`src/rtl/ochiba_pkg.sv`:
```
// Shared encodings for the memory-access stage: funct3 access sizes,
// writeback/branch control encodings, FSM states and the MEM/WB record.
package ochiba_pkg;

  localparam logic [2:0] F3_B  = 3'b000;
  localparam logic [2:0] F3_H  = 3'b001;
  localparam logic [2:0] F3_W  = 3'b010;
  localparam logic [2:0] F3_BU = 3'b100;
  localparam logic [2:0] F3_HU = 3'b101;

  localparam logic [1:0] M2R_ALU = 2'b00;
  localparam logic [1:0] M2R_MEM = 2'b01;
  localparam logic [1:0] M2R_PC4 = 2'b10;
  localparam logic [1:0] M2R_CSR = 2'b11;

  localparam logic [1:0] BRC_NONE = 2'b00;
  localparam logic [1:0] BRC_BEQ  = 2'b01;
  localparam logic [1:0] BRC_BNE  = 2'b10;
  localparam logic [1:0] BRC_JUMP = 2'b11;

  localparam logic [1:0] PCS_SEQ = 2'b00;

  typedef enum logic [1:0] {
    SZ_BYTE,
    SZ_HALF,
    SZ_WORD
  } access_size_e;

  typedef enum logic {
    ST_IDLE,
    ST_WAIT
  } mem_state_e;

  typedef struct packed {
    logic [4:0]  rd;
    logic [31:0] aluresult;
    logic [31:0] branchimm;
    logic [31:0] pc;
    logic [1:0]  mem2reg;
    logic [1:0]  pcsource;
    logic [1:0]  branchcntl;
    logic        regwrite;
    logic        zero;
    logic [31:0] dmemdata;
    logic [31:0] csrrdata;
  } regm_t;

  // Anything that is not an explicit byte or half access is a word access.
  function automatic access_size_e decode_size(input logic [2:0] funct3);
    case (funct3)
      F3_B, F3_BU: return SZ_BYTE;
      F3_H, F3_HU: return SZ_HALF;
      default:     return SZ_WORD;
    endcase
  endfunction

endpackage

```
`src/rtl/load_store_align.sv`:
```
// Combinational lane steering: store byte-enables and replicated write data,
// load extraction with sign/zero extension, and the misalignment flag.
module load_store_align
  import ochiba_pkg::*;
(
  input  logic [2:0]  funct3,
  input  logic [1:0]  addr_lo,
  input  logic [31:0] store_data,
  input  logic [31:0] raw_data,
  output logic [3:0]  be,
  output logic [31:0] wdata,
  output logic [31:0] load_data,
  output logic        misaligned
);

  access_size_e size;
  logic         is_unsigned;
  logic [7:0]   sel_byte;
  logic [15:0]  sel_half;

  always_comb begin
    size        = decode_size(funct3);
    is_unsigned = funct3[2];

    case (addr_lo)
      2'd0:    sel_byte = raw_data[7:0];
      2'd1:    sel_byte = raw_data[15:8];
      2'd2:    sel_byte = raw_data[23:16];
      default: sel_byte = raw_data[31:24];
    endcase
    sel_half = addr_lo[1] ? raw_data[31:16] : raw_data[15:0];

    be         = 4'b1111;
    wdata      = store_data;
    load_data  = raw_data;
    misaligned = 1'b0;

    case (size)
      SZ_BYTE: begin
        be        = 4'b0001 << addr_lo;
        wdata     = {4{store_data[7:0]}};
        load_data = is_unsigned ? {24'b0, sel_byte} : {{24{sel_byte[7]}}, sel_byte};
      end
      SZ_HALF: begin
        be         = 4'b0011 << {addr_lo[1], 1'b0};
        wdata      = {2{store_data[15:0]}};
        load_data  = is_unsigned ? {16'b0, sel_half} : {{16{sel_half[15]}}, sel_half};
        misaligned = addr_lo[0];
      end
      default: begin
        misaligned = |addr_lo;
      end
    endcase
  end

endmodule

```
`src/rtl/mem_access_stage.sv`:
```
// RV32I memory-access stage with MEM/WB register and single-outstanding
// data-memory bus. Define MEM_TIMEOUT_EN to add the ack-wait timeout (bus_timeout).
module mem_access_stage
  import ochiba_pkg::*;
#(
  parameter int WIDTH          = 32,
  parameter int TIMEOUT_CYCLES = 255
) (
  input  logic             clk,
  input  logic             rst_n,
  input  logic [4:0]       REGErd,
  input  logic [WIDTH-1:0] REGEaluresult,
  input  logic [WIDTH-1:0] REGEbranchimm,
  input  logic [WIDTH-1:0] REGEpc,
  input  logic [WIDTH-1:0] REGEcsrrdata,
  input  logic [WIDTH-1:0] REGEstoredata,
  input  logic [1:0]       REGEmem2reg,
  input  logic [1:0]       REGEpcsource,
  input  logic [1:0]       REGEbranchcntl,
  input  logic             REGEregwrite,
  input  logic             REGEzero,
  input  logic             REGEmemread,
  input  logic             REGEmemwrite,
  input  logic [2:0]       REGEfunct3,
  output logic             dmem_req,
  output logic             dmem_we,
  output logic [WIDTH-1:0] dmem_addr,
  output logic [WIDTH-1:0] dmem_wdata,
  output logic [3:0]       dmem_be,
  input  logic             dmem_ack,
  input  logic [WIDTH-1:0] dmem_rdata,
  output logic             mem_stall,
`ifdef MEM_TIMEOUT_EN
  output logic             bus_timeout,
`endif
  output logic             misalign,
  output logic [4:0]       REGMrd,
  output logic [WIDTH-1:0] REGMaluresult,
  output logic [WIDTH-1:0] REGMbranchimm,
  output logic [WIDTH-1:0] REGMpc,
  output logic [1:0]       REGMmem2reg,
  output logic [1:0]       REGMpcsource,
  output logic [1:0]       REGMbranchcntl,
  output logic             REGMregwrite,
  output logic             REGMzero,
  output logic [WIDTH-1:0] REGMdmemdata,
  output logic [WIDTH-1:0] REGMcsrrdata
);

  mem_state_e  state_q, state_d;
  regm_t       regm_q, regm_d;
  regm_t       regm_capture, regm_done, regm_bubble;

  logic        mem_op, is_load, is_store;
  logic [3:0]  lane_be;
  logic [31:0] lane_wdata, load_fmt;
  logic        misaligned;
  logic        req_c, stall_c, misalign_c;

`ifdef MEM_TIMEOUT_EN
  localparam int CNT_W = ($clog2(TIMEOUT_CYCLES + 1) > 8) ? $clog2(TIMEOUT_CYCLES + 1) : 8;
  localparam logic [CNT_W-1:0] TIMEOUT_VAL = CNT_W'(TIMEOUT_CYCLES);
  logic [CNT_W-1:0] cnt_q, cnt_d;
  logic             timeout_c;
`endif

  assign mem_op   = REGEmemread | REGEmemwrite;
  assign is_load  = REGEmemread;
  assign is_store = REGEmemwrite & ~REGEmemread;

  load_store_align u_align (
    .funct3     (REGEfunct3),
    .addr_lo    (REGEaluresult[1:0]),
    .store_data (REGEstoredata),
    .raw_data   (dmem_rdata),
    .be         (lane_be),
    .wdata      (lane_wdata),
    .load_data  (load_fmt),
    .misaligned (misaligned)
  );

  // Candidate MEM/WB records: plain capture, completed access, and a bubble
  // that keeps the data fields but kills every architectural side effect.
  always_comb begin
    regm_capture            = regm_q;
    regm_capture.rd         = REGErd;
    regm_capture.aluresult  = REGEaluresult;
    regm_capture.branchimm  = REGEbranchimm;
    regm_capture.pc         = REGEpc;
    regm_capture.mem2reg    = REGEmem2reg;
    regm_capture.pcsource   = REGEpcsource;
    regm_capture.branchcntl = REGEbranchcntl;
    regm_capture.regwrite   = REGEregwrite;
    regm_capture.zero       = REGEzero;
    regm_capture.csrrdata   = REGEcsrrdata;
    regm_capture.dmemdata   = '0;

    regm_done          = regm_capture;
    regm_done.dmemdata = is_load ? load_fmt : '0;

    regm_bubble            = regm_q;
    regm_bubble.regwrite   = 1'b0;
    regm_bubble.branchcntl = BRC_NONE;
    regm_bubble.pcsource   = PCS_SEQ;
  end

  always_comb begin
    state_d    = state_q;
    regm_d     = regm_q;
    req_c      = 1'b0;
    stall_c    = 1'b0;
    misalign_c = 1'b0;
`ifdef MEM_TIMEOUT_EN
    cnt_d      = cnt_q;
    timeout_c  = 1'b0;
`endif

    case (state_q)
      ST_IDLE: begin
        if (!mem_op) begin
          regm_d = regm_capture;
        end else if (misaligned) begin
          misalign_c = 1'b1;
          regm_d     = regm_bubble;
        end else begin
          req_c = 1'b1;
          if (dmem_ack) begin
            regm_d = regm_done;
          end else begin
            stall_c = 1'b1;
            regm_d  = regm_bubble;
            state_d = ST_WAIT;
`ifdef MEM_TIMEOUT_EN
            cnt_d   = CNT_W'(1);
`endif
          end
        end
      end

      // Upstream is frozen by mem_stall, so the REGE* fields still describe the access.
      ST_WAIT: begin
        req_c = 1'b1;
        if (dmem_ack) begin
          regm_d  = regm_done;
          state_d = ST_IDLE;
`ifdef MEM_TIMEOUT_EN
        end else if (cnt_q >= TIMEOUT_VAL) begin
          req_c     = 1'b0;
          timeout_c = 1'b1;
          regm_d    = regm_bubble;
          state_d   = ST_IDLE;
`endif
        end else begin
          stall_c = 1'b1;
          regm_d  = regm_bubble;
`ifdef MEM_TIMEOUT_EN
          cnt_d   = cnt_q + CNT_W'(1);
`endif
        end
      end

      default: state_d = ST_IDLE;
    endcase
  end

  always_ff @(posedge clk or negedge rst_n) begin
    if (!rst_n) begin
      state_q <= ST_IDLE;
      regm_q  <= '0;
    end else begin
      state_q <= state_d;
      regm_q  <= regm_d;
    end
  end

`ifdef MEM_TIMEOUT_EN
  always_ff @(posedge clk or negedge rst_n) begin
    if (!rst_n) begin
      cnt_q <= '0;
    end else begin
      cnt_q <= cnt_d;
    end
  end

  assign bus_timeout = timeout_c & rst_n;
`endif

  // Bus strobes are gated by reset so a held-in-reset stage never issues a request.
  assign dmem_req   = req_c & rst_n;
  assign dmem_we    = req_c & rst_n & is_store;
  assign dmem_be    = (req_c & rst_n) ? lane_be : 4'b0000;
  assign dmem_addr  = {REGEaluresult[WIDTH-1:2], 2'b00};
  assign dmem_wdata = lane_wdata;
  assign mem_stall  = stall_c & rst_n;
  assign misalign   = misalign_c & rst_n;

  assign REGMrd         = regm_q.rd;
  assign REGMaluresult  = regm_q.aluresult;
  assign REGMbranchimm  = regm_q.branchimm;
  assign REGMpc         = regm_q.pc;
  assign REGMmem2reg    = regm_q.mem2reg;
  assign REGMpcsource   = regm_q.pcsource;
  assign REGMbranchcntl = regm_q.branchcntl;
  assign REGMregwrite   = regm_q.regwrite;
  assign REGMzero       = regm_q.zero;
  assign REGMdmemdata   = regm_q.dmemdata;
  assign REGMcsrrdata   = regm_q.csrrdata;

endmodule
```
`config.mk`:
```
export PLATFORM = sky130hd
export DESIGN_NAME = mem_access_stage
export DESIGN_NICKNAME = d
export VERILOG_FILES = /design/src/rtl/ochiba_pkg.sv /design/src/rtl/load_store_align.sv /design/src/rtl/mem_access_stage.sv
export SDC_FILE = /design/constraint.sdc
export NUM_CORES = 1
export LEC_CHECK = 0
export CAP_MARGIN = 25
export CELL_PAD_IN_SITES_DETAIL_PLACEMENT = 0
export CELL_PAD_IN_SITES_GLOBAL_PLACEMENT = 1
export CORE_MARGIN = 10
export CORE_UTILIZATION = 32
export DETAILED_ROUTE_END_ITERATION = 16
export HOLD_SLACK_MARGIN = 0.05
export PLACE_DENSITY_LB_ADDON = 0.1
export SLEW_MARGIN = 0
export SYNTH_ARGS = -nofsm -noshare
export SYNTH_HDL_FRONTEND = slang
export SYNTH_HIERARCHICAL = 1
export SYNTH_SLANG_ARGS = --single-unit
```
`constraint.sdc`:
```
create_clock -name clk -period 5.7 [get_ports clk]
set_clock_uncertainty 0.1 [all_clocks]
set_input_delay 1.14 -clock clk [delete_from_list [all_inputs] [get_ports clk]]
set_output_delay 1.14 -clock clk [all_outputs]
set_load 0.01 [all_outputs]
```
==> run metrics <==
Worst setup SP type=input pin; die area=0.0362 sq mm; row cnt=62; Critical Path Max Stage Delay=540 ps; max cap viols=0; Pre-antenna DRT Iters=6; Worst-path clk slew=70 ps; # setup viols final=0; final hold vios=0; CP max-delay cell=clkdlybuf4s50_1; Post-Syn Instances=912; max-slew violations=0; PortBufs=455; Post-Synthesis Cell Area=0.00927 sq mm; postcts setup bufs=0; height of the chip=190 um; worst skew pair latency=410 ps; status=completed; adder-cell share of the synthesized area=0%; hpwl dp=27.9 mm; WL met2=18.3 mm; H-tree levels=4; largest net degree at the start of global routing=86; NetSw=1350 uW; largest family of logic cells by synthesized area=multiplexers; Finished Cell Area=0.0144 sq mm; Initial Util=32.4%; Seq cells post-synth=174; Critical Path RT=4460 ps; area delta synth->final=55.3%; Post-synth EDFFs=0; Switching Fraction=32.3%; Post-Synth XOR/XNOR Area=0%; CTS resizes=0; post-synthesis sequential area ratio=47.0%; Clock Power Share=29.8%; Highest Signal Layer=met5; Global Route Usage Sum=19.9%; post-synthesis mux area share=19.2%; worst slew pin tran=825 ps; worst min path class=flip-flop to flip-flop; Starting DRT DRC Count=424; Synth cell types=44; Worst Path Arrival=3340 ps; Clock Path Buffers=2; GP Congestion=0.789; detailed-route vias per instance=4.68; Rel. slew slack=45.0%; met3 routed WL=3.41 mm; ys async rst share=100%; vias in the first global route=8,155; crit-path cells=clkdlybuf4s50_1 -> a21oi_1 -> nor2_1 -> o21ba_2 -> o21a_1 -> and3b_1 -> clkdlybuf4s50_1; Compound-Gate Fraction of Synth Area=16.4%; TritonCTS Buffers=17; Min-Delay Endpoint=REGMdmemdata[9]$_DFFE_PN0P_; Post-Syn Area per Cell=10.2 sq um; Crit. Startpoint=REGEaluresult[0]; setup_tns=0 ps; worst hold slack=408 ps; share of layout cells above drive strength 1=7.43%; Hold Path Cell Cnt=1; unrepaired setup endpoints after global routing=false; worst vdd ir=0.000209 V; Main synth FF type=dfrtp_1; R2R setup slack=3330 ps; vias after detailed routing=7,923; WL met1=15.4 mm; HP Start=REGMdmemdata[9]$_DFFE_PN0P_; grt ovf=0; Root Buffer=clkbuf_16; Gate power share=33.0%; clk sink count=174; Tmin final=4580 ps; antenna violations before repair=8; placed instance area=0.0138 sq mm; Antenna Nets Post-Route=0; Yosys warnings=6; Pleak=0.00641 uW; core area=0.0286 sq mm; chip width=190 um; Layout Nets=1,505; worst r2r src=state_q$_DFF_PN0_; CTS tree=yes; first-pass GRT wire length=55.1 mm; CP endpoint kind=primary output; Flop pwr share=37.2%; final wirelength=37.4 mm; Ports=458; fmax=0.218 GHz; post-DR wirelength/cell=22.1 um; internal power=2840 uW; crit share post-route=80.3%; PwrDens=291 mW/mm^2; Post-Synth Simple-Gate Area=4.00%; critical path type=input pin to primary output; worst-path fanout max=7; Reg2Reg Capture Point=REGMbranchimm[4]$_DFFE_PN0P_; R2R depth=5; # DRC=0; Hold-fix buffers, CTS=0; Crit path top cell by count=clkdlybuf4s50_1
## metrics by stage
step	power [uW]	std cells	setup slack, ps	util [%]
2_1_floorplan	2150	913	1780	-
3_3_place_gp	2980	1657	1120	48.1
3_5_place_dp	2990	1657	1100	48.1
4_1_cts	4260	1689	1100	50.3
5_1_grt	4420	1690	1030	50.3
6_report	4190	1692	1120	50.3
## layout make-up
cell class | count | area [sq um]
inverters | 138 | 518
clock buffers | 17 | 425
well taps | 384 | 480
flip-flops and latches | 174 | 4350
fillers | 2663 | 14200
multi-input cells | 489 | 3700
clock inverters | 15 | 208
repair buffers | 472 | 4700
diodes | 3 | 7.51
## worst max path at each step
stage / slack, ps / to
after global routing: 1030 / dmem_we
after global placement: 1120 / dmem_we
final: 1120 / dmem_we
after floorplan: 1780 / misalign
after CTS: 1100 / dmem_we
after detailed placement: 1100 / dmem_we
## power groups by stage
stage	Clock, uW	Sequential (uW)	Combinational, uW
global placement	0	1580	1400
floorplan	0	1680	478
finish	1250	1560	1380
detailed placement	0	1580	1400
CTS	1290	1560	1410
global route	1340	1580	1490
## synth_stat cells (2+ instances only)
library cell,count,area [sq um]
clkbuf_1,35,131
o21ai_0,146,731
nand3b_1,4,30.0
mux2_2,17,191
buf_6,13,146
o21ai_1,5,25.0
nand2_1,19,71.3
a21oi_1,32,160
buf_4,43,323
o211ai_1,7,52.6
a31oi_1,8,50.1
inv_1,138,518
nor2_2,2,12.5
dfrtp_1,174,4350
nor2b_1,10,62.6
nor2_1,10,37.5
nand2b_1,2,12.5
and3_1,2,12.5
mux2i_1,147,1470
mux4_2,4,90.1
buf_2,20,100
mux2_4,2,30.0
a21oi_2,10,87.6
a221o_1,3,30.0
a22o_1,32,280
and2_1,9,56.3
## worst max-delay path: cells and delay by family
family,cells,cell delay [ps]
AOI/OAI and AO/OA,3,570
buffers and inverters,2,1070
and+or+nand+nor,2,560
## cell usage in the layout, fill, tap and decap left out, types with 3 or more instances in the layout
cell type and instances:
clkinv_8 5, o21ai_0 146, mux2_2 17, and2_1 9, clkbuf_16 17, mux4_2 4, buf_4 15, nor2b_1 10
mux2i_1 147, nand3b_1 4, o211ai_1 7, nand2_1 19, a22o_1 32, o21ai_1 5, diode_2 3, a21oi_1 32
inv_1 138, nor2_1 9, a21oi_2 10, a31oi_1 8, a221o_1 3, dfrtp_1 174, clkdlybuf4s50_1 453, inv_8 4
## kinds of logic (layout without fill, tap and decap cells)
group,after synthesis,after routing
buf+inv,250,642
other cells,1,5
simple gates,66,66
compound gates,251,251
mux,170,170
flops,174,174
## routing by layer
layer  vias up  global-route usage (%)
li1       3808                       -
met1      3819                    23.8
met2       264                    33.7
met3        22                    7.62
met4        10                    3.27
met5         -                       0
## sequential cells by signal (all words and copies together) (netlist names), 2 cells and up
name	flops
REGMpc	32
REGMaluresult	32
REGMbranchimm	32
REGMbranchcntl	2
REGMdmemdata	32
REGMmem2reg	2
REGMcsrrdata	32
REGMpcsource	2
REGMrd	5
(Power assumes the default switching activity.)
